===== config.mk =====
export PLATFORM = sky130hd
export DESIGN_NAME = apb_master_nslave
export DESIGN_NICKNAME = d
export VERILOG_FILES = /design/src/rtl/apb_master_nslave.sv
export SDC_FILE = /design/constraint.sdc
export NUM_CORES = 1
export LEC_CHECK = 0
export CAP_MARGIN = 10
export CORE_ASPECT_RATIO = 0.5
export CORE_MARGIN = 10
export CORE_UTILIZATION = 35
export CTS_BUF_LIST = sky130_fd_sc_hd__clkbuf_8 sky130_fd_sc_hd__clkbuf_16
export DETAILED_ROUTE_END_ITERATION = 8
export GPL_ROUTABILITY_DRIVEN = 0
export PLACE_DENSITY = 0.67
export SETUP_SLACK_MARGIN = 0.5
export SYNTH_ARGS = -nofsm -noshare
export SYNTH_HDL_FRONTEND = slang
export SYNTH_SLANG_ARGS = --single-unit

===== constraint.sdc =====
create_clock -name pclk -period 3.36 [get_ports pclk]
set_clock_uncertainty 0.15 [all_clocks]
set_input_delay 0.504 -clock pclk [delete_from_list [all_inputs] [get_ports pclk]]
set_output_delay 0.504 -clock pclk [all_outputs]
set_load 0.05 [all_outputs]

===== src/rtl/apb_master_nslave.sv =====
// APB master with an N-slave interconnect: runs single read/write commands through SETUP/ACCESS,
// decodes the slave from the top address bits and reports slave errors, decode misses and timeouts.
module apb_master_nslave #(
  parameter int AW      = 8,
  parameter int DW      = 8,
  parameter int NSLV    = 2,
  parameter int SELW    = 1,
  parameter int TIMEOUT = 16
) (
  input  logic               pclk,
  input  logic               preset,
  input  logic               transfer,
  input  logic               read_write,
  input  logic [AW-1:0]      cmd_addr,
  input  logic [DW-1:0]      cmd_wdata,
  output logic               busy,
  output logic               xfer_done,
  output logic               xfer_err,
  output logic [DW-1:0]      apb_read_data_out,
  output logic [NSLV-1:0]    psel,
  output logic               penable,
  output logic               pwrite,
  output logic [AW-1:0]      paddr,
  output logic [DW-1:0]      pwdata,
  input  logic [NSLV*DW-1:0] prdata,
  input  logic [NSLV-1:0]    pready,
  input  logic [NSLV-1:0]    pslverr
);

  localparam int CW = (TIMEOUT > 1) ? $clog2(TIMEOUT + 1) : 1;
  localparam logic [CW-1:0] TO_LAST = (TIMEOUT > 0) ? CW'(TIMEOUT - 1) : '0;

  typedef enum logic [1:0] {
    IDLE,
    SETUP,
    ACCESS
  } state_e;

  state_e            state_q, state_d;
  logic [AW-1:0]     paddr_q, paddr_d;
  logic [DW-1:0]     pwdata_q, pwdata_d;
  logic              pwrite_q, pwrite_d;
  logic [NSLV-1:0]   psel_q, psel_d;
  logic              penable_q, penable_d;
  logic              busy_q, busy_d;
  logic              done_q, done_d;
  logic              err_q, err_d;
  logic [DW-1:0]     rdata_q, rdata_d;
  logic [CW-1:0]     cnt_q, cnt_d;

  logic              selValid;
  logic              selReady;
  logic              selErr;
  logic [DW-1:0]     selData;
  logic              timeoutHit;
  logic              acceptNew;

  // An index at or above NSLV selects nothing, which is how a decode miss shows up.
  function automatic logic [NSLV-1:0] decodeSel(input logic [AW-1:0] addr);
    logic [NSLV-1:0] sel;
    sel = '0;
    for (int i = 0; i < NSLV; i++) begin
      if (addr[AW-1 -: SELW] == SELW'(i)) begin
        sel[i] = 1'b1;
      end
    end
    return sel;
  endfunction

  // Only the addressed slave's response is looked at; everything else is ignored.
  always_comb begin
    selValid = 1'b0;
    selReady = 1'b0;
    selErr   = 1'b0;
    selData  = '0;
    for (int i = 0; i < NSLV; i++) begin
      if (paddr_q[AW-1 -: SELW] == SELW'(i)) begin
        selValid = 1'b1;
        selReady = pready[i];
        selErr   = pslverr[i];
        selData  = prdata[i*DW +: DW];
      end
    end
  end

  // pready beats the timeout when both land on the same cycle.
  assign timeoutHit = (TIMEOUT > 0) && (cnt_q == TO_LAST) && !selReady;

  always_comb begin
    state_d   = state_q;
    paddr_d   = paddr_q;
    pwdata_d  = pwdata_q;
    pwrite_d  = pwrite_q;
    psel_d    = psel_q;
    penable_d = penable_q;
    busy_d    = busy_q;
    done_d    = 1'b0;
    err_d     = 1'b0;
    rdata_d   = rdata_q;
    cnt_d     = cnt_q;
    acceptNew = 1'b0;

    case (state_q)
      IDLE: begin
        acceptNew = transfer;
      end
      SETUP: begin
        if (selValid) begin
          state_d   = ACCESS;
          penable_d = 1'b1;
          cnt_d     = '0;
        end else begin
          state_d = IDLE;
          done_d  = 1'b1;
          err_d   = 1'b1;
          busy_d  = 1'b0;
          psel_d  = '0;
        end
      end
      ACCESS: begin
        if (selReady || timeoutHit) begin
          done_d    = 1'b1;
          err_d     = selReady ? selErr : 1'b1;
          if (selReady && !pwrite_q && !selErr) begin
            rdata_d = selData;
          end
          state_d   = IDLE;
          psel_d    = '0;
          penable_d = 1'b0;
          busy_d    = 1'b0;
          acceptNew = transfer;
        end else if (TIMEOUT > 0) begin
          cnt_d = cnt_q + 1'b1;
        end
      end
      default: begin
        state_d = IDLE;
      end
    endcase

    // A command accepted on a completing ACCESS goes straight to SETUP with no IDLE gap.
    if (acceptNew) begin
      state_d   = SETUP;
      paddr_d   = cmd_addr;
      pwdata_d  = cmd_wdata;
      pwrite_d  = !read_write;
      psel_d    = decodeSel(cmd_addr);
      penable_d = 1'b0;
      busy_d    = 1'b1;
    end
  end

  always_ff @(posedge pclk or posedge preset) begin
    if (preset) begin
      state_q   <= IDLE;
      paddr_q   <= '0;
      pwdata_q  <= '0;
      pwrite_q  <= 1'b0;
      psel_q    <= '0;
      penable_q <= 1'b0;
      busy_q    <= 1'b0;
      done_q    <= 1'b0;
      err_q     <= 1'b0;
      rdata_q   <= '0;
      cnt_q     <= '0;
    end else begin
      state_q   <= state_d;
      paddr_q   <= paddr_d;
      pwdata_q  <= pwdata_d;
      pwrite_q  <= pwrite_d;
      psel_q    <= psel_d;
      penable_q <= penable_d;
      busy_q    <= busy_d;
      done_q    <= done_d;
      err_q     <= err_d;
      rdata_q   <= rdata_d;
      cnt_q     <= cnt_d;
    end
  end

  assign busy              = busy_q;
  assign xfer_done         = done_q;
  assign xfer_err          = err_q;
  assign apb_read_data_out = rdata_q;
  assign psel              = psel_q;
  assign penable           = penable_q;
  assign pwrite            = pwrite_q;
  assign paddr             = paddr_q;
  assign pwdata            = pwdata_q;

endmodule


==> summary.md <==
| Metric | Value |
|---|---|
| Largest net degree at the start of global routing | `22` |
| Seq cells post-synth | `38` |
| Vias per inst | `4.71` |
| Multi-input gate area | `a little under 800 um^2` |
| Reg2reg path depth | `6` |
| Sink Count | `38` |
| Logic pwr share | `57.1%` |
| GRT overflow | `0` |
| Bufs on Longest Clock Path | `2` |
| Wire per inst | `roughly 16 um` |
| Crit-path max cell delay | `0.92 ns` |
| Share of layout cells above drive strength 1 | `a little over a fifth` |
| Max rail drop VDD | `0.417 mV` |
| Reg2Reg Capture Point | `apb_read_data_out[2]$_DFFE_PP0P_` |
| Post-CTS Setup Repair Bufs | `0` |
| Synthesized Nets | `~190` |
| Setup CP Type | `reg -> out` |
| Final WL | `4690 um` |
| Number of remaining DRC errors | `0` |
| Die area | `between 8000 and 9000 um^2` |
| Final hold violations | `0` |
| Post-route antenna net violation count | `0` |
| Worst Hold End | `busy$_DFFE_PP0P_` |
| Final net count | `260` |
| Top Family by Delay on Critical Path | `buffers and inverters` |
| Skew-Pair Late Insertion Delay | `0.28 ns` |
| Antenna violations before repair | `0` |
| Die height | `roughly 71 um` |
| Reg2reg setup slack | `roughly 0.84 ns` |
| Vias post-DR | `1,343` |
| Dpl ws | `0.622 ns` |
| Area growth syn-to-layout | `50.4%` |
| Slowest CP cell | `clkdlybuf4s50_1` |
| H-tree levels | `2` |
| Fmax achieved | `0.390 GHz` |
| CP startpoint kind | `flop` |
| Least-Margin Pin Slew | `0.821 ns` |
| Slew Viols, Final | `0` |
| Final setup margin | `0.798 ns` |
| DR iter-0 viols | `50` |
| Worst R2R Start | `cnt_q[0]$_DFFE_PP0P_` |
| Register area share after synthesis | `around 53%` |
| ANT cells | `0` |
| Synth warn | `0` |
| MaxCap Viol Count | `0` |
| Setup crit end kind | `output port` |
| Switch share | `a little under half` |
| P_int | `1.52 mW` |
| RSZ-0062 raised after global routing | `false` |
| Vias in the first global route | `1,437` |
| Register area | `951 um^2` |
| Pre-antenna DRT Iters | `4` |
| Core ar. | `4930 um^2` |
| Endpoints failing setup | `0` |
| Clk pwr share | `~14%` |
| Synthesized instance count | `141` |
| Lkg Pwr | `1.14 nW` |
| Clk slew on worst S/H paths | `0.07 ns` |
| # port buffers | `70` |
| Total GRT Usage | `11.3%` |
| I/O pin count | `71` |
| Buffers and inverters on the worst path | `1` |
| Endpoint arrival time on the critical path | `1.91 ns` |
| CP cell instances | `clkdlybuf4s50_1` |
| Post-synth cell types | `33` |
| WP data required | `2.71 ns` |
| Fin crit period | `2.56 ns` |
| Worst-path maximum fanout | `16` |
| Cell Pwr Density | `1040 nW/um^2` |
| Cts hold-fix bufs | `0` |
| Hold path start | `busy$_DFFE_PP0P_` |
| DIE WIDTH | `roughly 120 um` |
| Ys async rst share | `100%` |
| Sw power | `1.26 mW` |
| Clock Tree Root | `clkbuf_8` |
| Max transition margin | `44.7%` |
| Cell count of the worst hold path | `1` |
| Row cnt | `18` |
| Sum Neg Setup Slack | `0 ns` |
| Status | `completed` |
| CTS buffer count | `5` |
| Initial Util | `36.3%` |
| First-pass GRT wire length | `7780 um` |
| Mapped cell area | `between 1500 and 2000 um^2` |
| Synth Flop Type | `dfrtp_1` |
| EDFF count, synth | `0` |
| Reg power frac | `between 20% and 30%` |
| HPWL Detailed | `around 3600 um` |
| Avg Cell Area, Syn | `12.7 um^2` |
| CTS tree | `done` |
| Number of fill cells | `approximately 420` |
| HP Class | `reg -> reg` |
| PostCTS Resize Cnt | `0` |
| Tcrit/Tclk final | `roughly three quarters` |
[stage by stage]
step,area (um^2),total power [mW],utilization (%),hold slack (ns),instances
floorplan,1790,1.88,-,0.307,141
CTS,2690,2.82,54.5,0.338,285
global placement,2580,2.39,52.2,0.313,278
global route,2690,2.93,54.5,0.372,285
detailed placement,2580,2.41,52.2,0.319,278
finish,2690,2.78,54.5,0.336,285
[layout make-up]
cell class | instances | share of cell area (%)
sequential | 38 | 35.4
timing repair buffer | 73 | 26.9
inverter | 12 | 1.68
tap | 70 | 3.26
multi-input combinational | 85 | 28.6
clock buffer | 6 | 3.07
clock inverter | 1 | 1.12
[power groups by stage]
stage	logic [mW]	registers, mW	clock network, mW
2_1_floorplan	0.495	1.38	0
3_3_place_gp	1.59	0.801	0
3_5_place_dp	1.61	0.807	0
4_1_cts	1.61	0.801	0.408
5_1_grt	1.67	0.832	0.429
6_report	1.59	0.796	0.397
[Yosys cell counts, types with 2 or more instances]
library cell / n / area (um^2)
buf_2: 2 / 10.0
mux2i_1: 5 / 50.1
a31oi_1: 2 / 12.5
a21oi_1: 2 / 10.0
nor2_1: 3 / 11.3
dfrtp_1: 38 / 951
ha_1: 5 / 62.6
inv_1: 12 / 45.0
nand2_1: 6 / 22.5
nor3_1: 2 / 10.0
nand3_1: 3 / 15.0
clkbuf_1: 3 / 11.3
o21ai_0: 5 / 25.0
a32o_1: 2 / 20.0
mux2_2: 33 / 372
[how the worst max path moves through the flow]
| stage | from | end | depth (start not counted) |
|---|---|---|---|
| 2_1_floorplan | paddr[7]$_DFFE_PP0P_ | apb_read_data_out[0]$_DFFE_PP0P_ | 4 |
| 4_1_cts | paddr[7]$_DFFE_PP0P_ | paddr[7] | 1 |
| 6_report | paddr[7]$_DFFE_PP0P_ | paddr[7] | 1 |
| 3_5_place_dp | pready[1] | apb_read_data_out[2]$_DFFE_PP0P_ | 4 |
| 5_1_grt | cnt_q[0]$_DFFE_PP0P_ | apb_read_data_out[6]$_DFFE_PP0P_ | 6 |
| 3_3_place_gp | pready[1] | apb_read_data_out[0]$_DFFE_PP0P_ | 4 |
[cells by family (layout without fill, tap and decap cells)]
family | Yosys count | after routing | synth area share, %
AO/OA/AOI/OAI | 21 | 21 | 9.52
adder cells (fa/ha/maj) | 5 | 5 | 3.50
buffers and inverters | 18 | 92 | 3.99
flip-flops | 38 | 38 | 53.2
multiplexers | 38 | 38 | 23.6
AND/OR/NAND/NOR | 21 | 21 | 6.23
[per-layer routing]
layer	track usage (%)	share of wire [%]	wire length, um	vias to the layer above
met2	19.7	52	2450	27
met3	3.33	4.0	189	5
met1	12.7	42	1990	659
li1	-	-	-	652
met5	0	0	0	-
met4	4.79	1.3	61	0
[state kept, by name, indices dropped and copies added (netlist names)]
name               flops
cnt_q                  5
apb_read_data_out      8
busy                   1
pwrite                 1
psel                   2
state_q                2
xfer_done              1
penable                1
pwdata                 8
paddr                  8
xfer_err               1
[cell usage in the layout (no fill, tap or decap), types with 2 or more instances in the layout]
cell / instances
nand2_1: 6
mux2i_1: 5
nand3_1: 3
clkbuf_8: 6
nor2_1: 3
nor3_1: 2
ha_1: 5
o21ai_0: 5
clkdlybuf4s50_1: 70
mux2_2: 33
dfrtp_1: 38
inv_1: 12
a32o_1: 2
buf_4: 3
a31oi_1: 2
Power figures use the tool's default switching activity.
